### config.mk
export PLATFORM = sky130hd
export DESIGN_NAME = state_loader
export DESIGN_NICKNAME = d
export VERILOG_FILES = /design/src/rtl/state_loader_pkg.sv /design/src/rtl/state_loader_array.sv /design/src/rtl/state_loader.sv
export SDC_FILE = /design/constraint.sdc
export NUM_CORES = 1
export LEC_CHECK = 0
export ABC_AREA = 0
export CAP_MARGIN = 20
export CORE_AREA = 5 5 315 317
export DETAILED_ROUTE_END_ITERATION = 10
export DIE_AREA = 0 0 320 322
export DONT_BUFFER_PORTS = 1
export MAX_ROUTING_LAYER = met4
export SETUP_SLACK_MARGIN = 0.2
export SLEW_MARGIN = 15
export SYNTH_ARGS = -nofsm -noshare
export SYNTH_HDL_FRONTEND = slang
export SYNTH_SLANG_ARGS = --single-unit
### constraint.sdc
create_clock -name clock -period 2 [get_ports clock]
set_input_delay 0.4 -clock clock [delete_from_list [all_inputs] [get_ports clock]]
set_output_delay 0.4 -clock clock [all_outputs]
set_load 0.03 [all_outputs]
### src/rtl/state_loader_pkg.sv
// rtl/state_loader_pkg.sv - shared sizes, FSM states and target encodings for the state loader
package state_loader_pkg;

    localparam int WIDTH = 12;
    localparam int DEPTH = 32;

    typedef enum logic [1:0] {
        IDLE = 2'd0,
        LOAD = 2'd1,
        DONE = 2'd2
    } state_t;

    localparam logic TARGET_REG = 1'b0;
    localparam logic TARGET_MEM = 1'b1;

endpackage

### src/rtl/state_loader_array.sv
// rtl/state_loader_array.sv - loader_array: DEPTH x WIDTH preload image with async clear and optional hard-zero entry 0
module loader_array #(
    parameter int WIDTH = 12,
    parameter int DEPTH = 32,
    localparam int AW = $clog2(DEPTH)
) (
    input  logic             clock,
    input  logic             reset,
    input  logic             we,
    input  logic [AW-1:0]    widx,
    input  logic [WIDTH-1:0] wdata,
    input  logic             zero_entry0,
    output logic [WIDTH-1:0] data [DEPTH]
);

    always_ff @(posedge clock or negedge reset) begin
        if (!reset) begin
            for (int i = 0; i < DEPTH; i++) begin
                data[i] <= '0;
            end
        end else if (we && !(zero_entry0 && widx == '0)) begin
            data[widx] <= wdata;
        end
    end

endmodule

### src/rtl/state_loader.sv
// rtl/state_loader.sv - streams words into register-file / data-memory preload images; LOADER_CHECKSUM_EN adds a running checksum
module state_loader
    import state_loader_pkg::*;
#(
    parameter int WIDTH = state_loader_pkg::WIDTH,
    parameter int DEPTH = state_loader_pkg::DEPTH
) (
    input  logic             clock,
    input  logic             reset,
    input  logic             start,
    input  logic             target,
    input  logic [4:0]       base,
    input  logic [5:0]       length,
    input  logic             in_valid,
    input  logic [WIDTH-1:0] in_data,
    output logic             in_ready,
    output logic [WIDTH-1:0] Registers_entrada [DEPTH],
    output logic [WIDTH-1:0] Memoria_entrada [DEPTH],
    output logic             busy,
    output logic             done,
    output logic [WIDTH-1:0] checksum
);

    localparam int AW = $clog2(DEPTH);
    localparam int CW = $clog2(DEPTH + 1);

    state_t        state;
    logic [AW-1:0] ptr;
    logic [CW-1:0] count;
    logic          tgt;
    logic          accept;

    // in_ready is a registered copy of (state == LOAD), so accept is only ever true in LOAD
    assign accept = in_valid && in_ready;

    always_ff @(posedge clock or negedge reset) begin
        if (!reset) begin
            state    <= IDLE;
            ptr      <= '0;
            count    <= '0;
            tgt      <= TARGET_REG;
            in_ready <= 1'b0;
            busy     <= 1'b0;
            done     <= 1'b0;
        end else begin
            case (state)
                IDLE: begin
                    done <= 1'b0;
                    if (start) begin
                        state    <= LOAD;
                        tgt      <= target;
                        ptr      <= AW'(base);
                        count    <= (length == '0) ? CW'(DEPTH) : CW'(length);
                        in_ready <= 1'b1;
                        busy     <= 1'b1;
                    end
                end
                LOAD: begin
                    if (accept) begin
                        ptr   <= (ptr == AW'(DEPTH - 1)) ? '0 : ptr + 1'b1;
                        count <= count - 1'b1;
                        if (count == CW'(1)) begin
                            state    <= DONE;
                            in_ready <= 1'b0;
                            done     <= 1'b1;
                        end
                    end
                end
                DONE: begin
                    state <= IDLE;
                    done  <= 1'b0;
                    busy  <= 1'b0;
                end
                default: begin
                    state    <= IDLE;
                    in_ready <= 1'b0;
                    busy     <= 1'b0;
                    done     <= 1'b0;
                end
            endcase
        end
    end

`ifdef LOADER_CHECKSUM_EN
    logic [WIDTH-1:0] sum;

    // discarded register-0 words still count toward the sum
    always_ff @(posedge clock or negedge reset) begin
        if (!reset) begin
            sum <= '0;
        end else if (state == IDLE && start) begin
            sum <= '0;
        end else if (accept) begin
            sum <= sum + in_data;
        end
    end

    assign checksum = sum;
`else
    assign checksum = '0;
`endif

    loader_array #(.WIDTH(WIDTH), .DEPTH(DEPTH)) u_regs (
        .clock       (clock),
        .reset       (reset),
        .we          (accept && tgt == TARGET_REG),
        .widx        (ptr),
        .wdata       (in_data),
        .zero_entry0 (1'b1),
        .data        (Registers_entrada)
    );

    loader_array #(.WIDTH(WIDTH), .DEPTH(DEPTH)) u_mem (
        .clock       (clock),
        .reset       (reset),
        .we          (accept && tgt == TARGET_MEM),
        .widx        (ptr),
        .wdata       (in_data),
        .zero_entry0 (1'b0),
        .data        (Memoria_entrada)
    );

endmodule
==> implementation parameters <==
Parameter                              Value

Run status
  Outcome    complete, but fails checks
  Failing checks    negative hold slack

Synthesis
  Largest family of logic cells by synthesized area    multiplexers
  Synth Cell Area    30,100 um^2
  XOR/XNOR share of the synthesized area    0%
  Share of async-settable or async-resettable flops after synthesis    100%
  Post-synthesis adder-cell area fraction    less than 1%
  Yosys Warn Count    0
  Number of synthesized flops with an enable pin    0
  Sequential share of the synthesized area    65.2%
  Mean instance size in the synthesized netlist    roughly 16 um^2
  Compound-gate portion of the synthesized area    less than 1%
  Number of flip-flops and latches in the synthesized netlist    785
  Fraction of synthesized area in multiplexers    around 29%
  Synth unique cells    44
  Top FF cell, synth    sky130_fd_sc_hd__dfrtp_1
  Simple-gate share of the synthesized area    under 10%
  Cells after Synth    1,903

Worst setup path
  Capture point of the worst reg-to-reg path    u_regs.data[99]
  Crit start category    flop
  Largest fanout on the critical path    12
  Largest stage delay on the critical path    0.49 ns
  CP Capture Type    flop
  Worst Setup SP    in_ready
  Number of cells traversed by the worst register-to-register path    5
  Path type of the worst setup path    reg -> reg
  Flop2flop setup slack    0.1 ns
  Crit path capture    u_regs.data[99]
  Data required time at the worst endpoint    2.52 ns
  Worst reg2reg startpoint    in_ready
  Crit-path cells    nand2_1, or3b_4, nor2_2, buf_12, mux2_2
  Data arrival time of the critical path    2.42 ns
  Library cell contributing the largest single delay on the critical path    sky130_fd_sc_hd__or3b_4

Timing
  Hold violation count in the final report    450
  Unrepaired setup endpoints after global routing    true
  FMAX    525 MHz
  Worst Hold Slack    -0.546 ns
  Measured slew at the worst slew-check pin    a little under 0.9 ns
  Setup violations, final    0
  Post-route fraction of the period consumed by the critical path    95.2%
  Clk_skew    0.0151 ns
  Min setup slack post-route    between 0.09 and 0.1 ns
  Final Slew Violations    0
  Relative slew slack    40.9%
  Period minus WS final    between 1.5 and 2 ns
  Final total negative setup slack    0 ns

Global routing
  Number of global-route vias before repair    18,100
  Total grt overflow    0
  Maximum number of pins on one net before global-route repair    between 700 and 800
  First-pass GRT wire length    139,000 um
  Overall routing resource usage    between 10% and 20%
  Initial antenna violation count    7

Routing
  Total length of routed wires    around 100,000 um
  Average wire per standard cell    roughly 30 um
  Number of vias after detailed routing    16,500
  Post-route antenna net violation count    0
  Number of iterations in the first detailed-routing pass    5
  Number of DRC violations after detailed-routing iteration 0    1,185
  DRC    0
  Via density    4.97

Placed design
  Placer Congestion    0.805
  PortBufs    0
  Instance count after placement with tap cells included    3,098
  Pre-CTS WS    -0.232 ns
  Post-detailed-placement half-perimeter wirelength    62,500 um

Final layout
  Area added between synthesis and finish    21.8%
  Multi-input gate area in the final layout    ~10,000 um^2
  Number of fill cells in the layout    8,780
  Number of cells in the finished layout apart from fillers    3,322
  Final Net Count    2,009
  Leading cell type in the layout, fill and taps excluded    sky130_fd_sc_hd__dfrtp_1
  Post-route core utilization    38.2%
  Storage element area    19,700 um^2
  Share of post-route cells with drive strength above 1    54.9%
  Highest-count cells in the layout ignoring fill and taps    779 x sky130_fd_sc_hd__dfrtp_1, 671 x sky130_fd_sc_hd__mux2_2, 90 x sky130_fd_sc_hd__clkbuf_16

Clocking
  Clk sinks    785
  Clk Tree Root Cell    sky130_fd_sc_hd__clkbuf_16
  Clock-pin slew on the worst setup and hold paths    0.06 ns
  TritonCTS buffer count    84
  Clock tree from TritonCTS    yes
  Later-pin clock latency in the skew report    0.64 ns
  CTS H-tree depth    3
  Hold-fix buffers at CTS    24
  Deepest clock path buffer count    3

Die
  Core region area    96,000 um^2
  Total die area    slightly above 100,000 um^2
  Initial standard-cell utilization of the core    31.4%
  I/O pins    811
  Height of the die    322 um
  Die outline width    320 um
  Number of cell rows    114

Power and ir drop
  Worst vdd ir    0.631 mV
  Overall Power    32.2 mW
  Cell Pwr Density    876 nW/um^2
  P_leak    between 15 and 20 nW

Job
  Max cap viols    0

Hold path
  Class of the worst hold path    in -> async
[worst min path at each step]
stage                       endpoint  slack, ns
detailed placement  u_regs.data[123]       0.13
finish              u_regs.data[126]      -0.55
global placement    u_regs.data[125]       0.13
global route        u_regs.data[126]      -0.61
floorplan                       busy       0.10
CTS                 u_regs.data[123]      -0.61
[layer usage]
metal | GRT usage, % | vias up | share of wire, %
met3 | 7.07 | 150 | 8.8
met1 | 21.8 | 8990 | 39
met4 | 6.31 | 0 | 2.6
met5 | - | - | 0
met2 | 31.2 | 644 | 50
li1 | - | 6722 | -
[power breakdown]
group | internal (mW) | switching (mW) | leakage (nW) | total [mW]
Sequential | 15.9 | 0.0150 | 10.9 | 15.9
Clock | 8.68 | 6.59 | 1.33 | 15.3
Combinational | 0.212 | 0.785 | 5.85 | 0.997
Total | 24.8 | 7.39 | 18.1 | 32.2
[kinds of logic after synthesis]
kind of cell	count (synthesis)
flip-flops	785
multiplexers	757
buffers and inverters	191
AND/OR/NAND/NOR	129
AO/OA/AOI/OAI	33
adder cells (fa/ha/maj)	7
other	1
[worst max-delay path, delay by kind of cell, from the launching register on]
| family | cells | cell delay [ns] |
|---|---|---|
| AND/OR/NAND/NOR | 3 | 0.83 |
| multiplexers | 1 | 0.35 |
| buffers and inverters | 1 | 0.17 |
| flip-flops | 1 | 0.42 |
[metrics by stage]
step | cell area (um^2) | hold WS (ns)
after floorplan | 30200 | 0.104
after global placement | 32200 | 0.128
after detailed placement | 32200 | 0.126
after CTS | 35700 | -0.608
after global routing | 36700 | -0.610
final | 36700 | -0.546
[synth_stat cells, drive strengths merged (2+ instances only)]
master | number | area [um^2]
a211oi | 4 | 30.0
a21oi | 8 | 40.0
a22oi | 4 | 30.0
and3 | 3 | 18.8
buf | 93 | 557
clkbuf | 91 | 343
dfrtp | 785 | 19600
ha | 7 | 87.6
inv | 7 | 26.3
mux2 | 757 | 8600
nand2 | 15 | 56.3
nand2b | 6 | 37.5
nand3 | 9 | 45.0
nand3b | 2 | 15.0
nand4 | 3 | 18.8
nor2 | 63 | 249
nor2b | 2 | 12.5
nor3 | 6 | 35.0
nor3b | 6 | 55.1
nor4 | 2 | 12.5
o21ai | 11 | 55.1
o31ai | 2 | 15.0
or2 | 4 | 30.0
or3b | 3 | 26.3
[registers in the layout, indices dropped and copies added (netlist names)]
| register | flops |
|---|---|
| state | 2 |
| in_ready | 1 |
| tgt | 1 |
| busy | 1 |
| u_regs.data | 384 |
| u_mem.data | 384 |
| ptr | 5 |
| count | 6 |
| done | 1 |
[area by class of cell]
type,instances,share of cell area (%)
Sequential cell,785,53.5
Multi-Input combinational cell,940,28.1
Timing Repair Buffer,156,6.56
Clock buffer,117,6.50
Tap cell,1276,4.35
Clock inverter,32,0.845
Inverter,7,0.0784
Antenna cell,9,0.0613
[timing repair]
item	CTS	global route
cloned	7	9
hold endpoints to repair	1554	450
endpoints found under the setup margin	710	733
gates resized for setup	77	132
pin swaps	6	15
setup buffers	7	15
No activity file was read; power rests on OpenSTA's default activity.
==> edit (same settings) <==
`WIDTH` is set to 12 in 2 places; all go to 6.
--- a/src/rtl/state_loader_pkg.sv
+++ b/src/rtl/state_loader_pkg.sv
@@ -2,5 +2,5 @@
 package state_loader_pkg;
 
-    localparam int WIDTH = 12;
+    localparam int WIDTH = 6;
     localparam int DEPTH = 32;
 
--- a/src/rtl/state_loader_array.sv
+++ b/src/rtl/state_loader_array.sv
@@ -1,5 +1,5 @@
 // rtl/state_loader_array.sv - loader_array: DEPTH x WIDTH preload image with async clear and optional hard-zero entry 0
 module loader_array #(
-    parameter int WIDTH = 12,
+    parameter int WIDTH = 6,
     parameter int DEPTH = 32,
     localparam int AW = $clog2(DEPTH)
Interface: changed (resized Memoria_entrada, Registers_entrada, checksum and in_data); port bits go from 811 to 415. No check against the original RTL was run, so the function may have changed too.
==> edit against the original RTL <==
The run still ends with negative hold slack left. Total power rose by 4.1%. Sequential cell count decreased by 384. Synthesized cell count fell by 46%. Worst setup slack gained 0.071 ns. Combinational power rose to 6.0 times the old value. Sequential share of layout area shrank 4.1 points. Final cell count down 26%. Cell area is 45% lower. Area after synthesis fell by 48%. Wire length decreased by 46%. Core utilization shrank 17 points. Largest power group unchanged.
==> edit: results (changes against the original RTL) <==
Global routing
  • Met3 Track Usage GR: 3.79% (-3.3 points)
  • Met2 GRT Util: 17.1% (-14 points)
  • Gr usage total: 10.4% (-8.7 points)
  • First-pass GRT wire length: 76600 µm (-45%)
  • Met1 usage: 11.8% (-10 points)
  • Pin count of the biggest net entering global routing: 402 (-49%)

Routing
  • Detail Route met2 WL: 26700 µm (-47%)
  • DR WL met3: 5030 µm (-44%)
  • Met1 WL: 21200 µm (-46%)
  • Vias per inst: 3.72 (-25%)
  • Detailed Routing Iterations Pass 1: 4 (-1)

Timing
  • Transition time of the tightest slew-check pin: 1.08 ns (+0.197 ns)
  • Hold slack: -0.504 ns (+0.0417 ns)
  • Final Skew: 0.0237 ns (+0.00860 ns)
  • Worst setup margin: 0.167 ns (+0.0711 ns)
  • Final Hold Fails: 401 (-11%)

Setup path
  • CP Capture Point: u_mem.data[18]
  • FF-to-FF path depth: 8 (+3)
  • R2R setup slack: 0.17 ns (+0.07 ns)
  • CP Launch Point: ptr[1]
  • Critical path arrival: 2.32 ns (-0.10 ns)
  • CP max-delay cell: dfrtp_2
  • CP top delay family: buffers and inverters

Placed design
  • Dpl cell area: 17700 µm² (-45%)
  • DP HPWL: 34600 µm (-45%)
  • Global placement routability congestion: 0.745 (-7.5%)

Outcome
  • Violated checks: negative hold slack
  • Status: finished, violations left

Synth
  • Distinct cells, synth: 43 (-2.3%)
  • Sequential area share after synthesis: 64.1% (-1.1 points)
  • Top cells by area, synth: dfrtp_1 (64%), mux2_2 (26%), clkbuf_1 (1.2%)
  • Mapped Cells: 1029 (-46%)

Clocking
  • Worst-Skew Late Latency: 0.61 ns (-0.03 ns)
  • Post-CTS Hold Fix Bufs: 22 (-8.3%)
  • Post-CTS setup buffer count: 9 (+2)
  • Num CTS Buffers: 47 (-44%)
  • CTS H-Tree Depth: 2 (-1)

Power
  • Max VDD drop: 0.741 mV (+18%)
  • P_int: 19100 µW (-23%)
  • Sequential power: 19000 µW (+19%)
  • Leakage power: 0.00935 µW (-48%)
  • P_sw: 14400 µW (+96%)
  • Comb power frac: 17.9% (+15 points)

Cells and area
  • Post-Layout Cell Count: 2447 (-26%)
  • Nets@finish: 1155 (-43%)
[edit: cell types whose count changed in the layout (fill, tap and decap cells not counted), moves of 7 or more]
cell       change
buf_12        -36
buf_16        -10
buf_4         +10
clkbuf_16     -41
clkbuf_8      -11
dfrtp_1      -383
mux2_1        +11
mux2_2       -327
mux2_4        -62
nand2_2       +16
nand2_4        +7
nor2_4        -19
[edit: cells by family after synthesis]
family,Yosys count,synth area share [%]
flops,401,64.1
buf+inv,76,2.05
simple gates,130,4.74
compound gates,35,1.33
fa+ha+maj,7,0.559
mux,379,27.2
other cells,1,0.0239
[edit: cell type report]
| cell class | count | area, µm² |
|---|---|---|
| diodes | 8 | 20.0 |
| clock buffers | 65 | 1340 |
| clock inverters | 21 | 179 |
| fillers | 10100 | 75700 |
| inverters | 8 | 35.0 |
| multi-input cells | 557 | 5810 |
| flip-flops and latches | 401 | 10000 |
| well taps | 1276 | 1600 |
| repair buffers | 111 | 1300 |
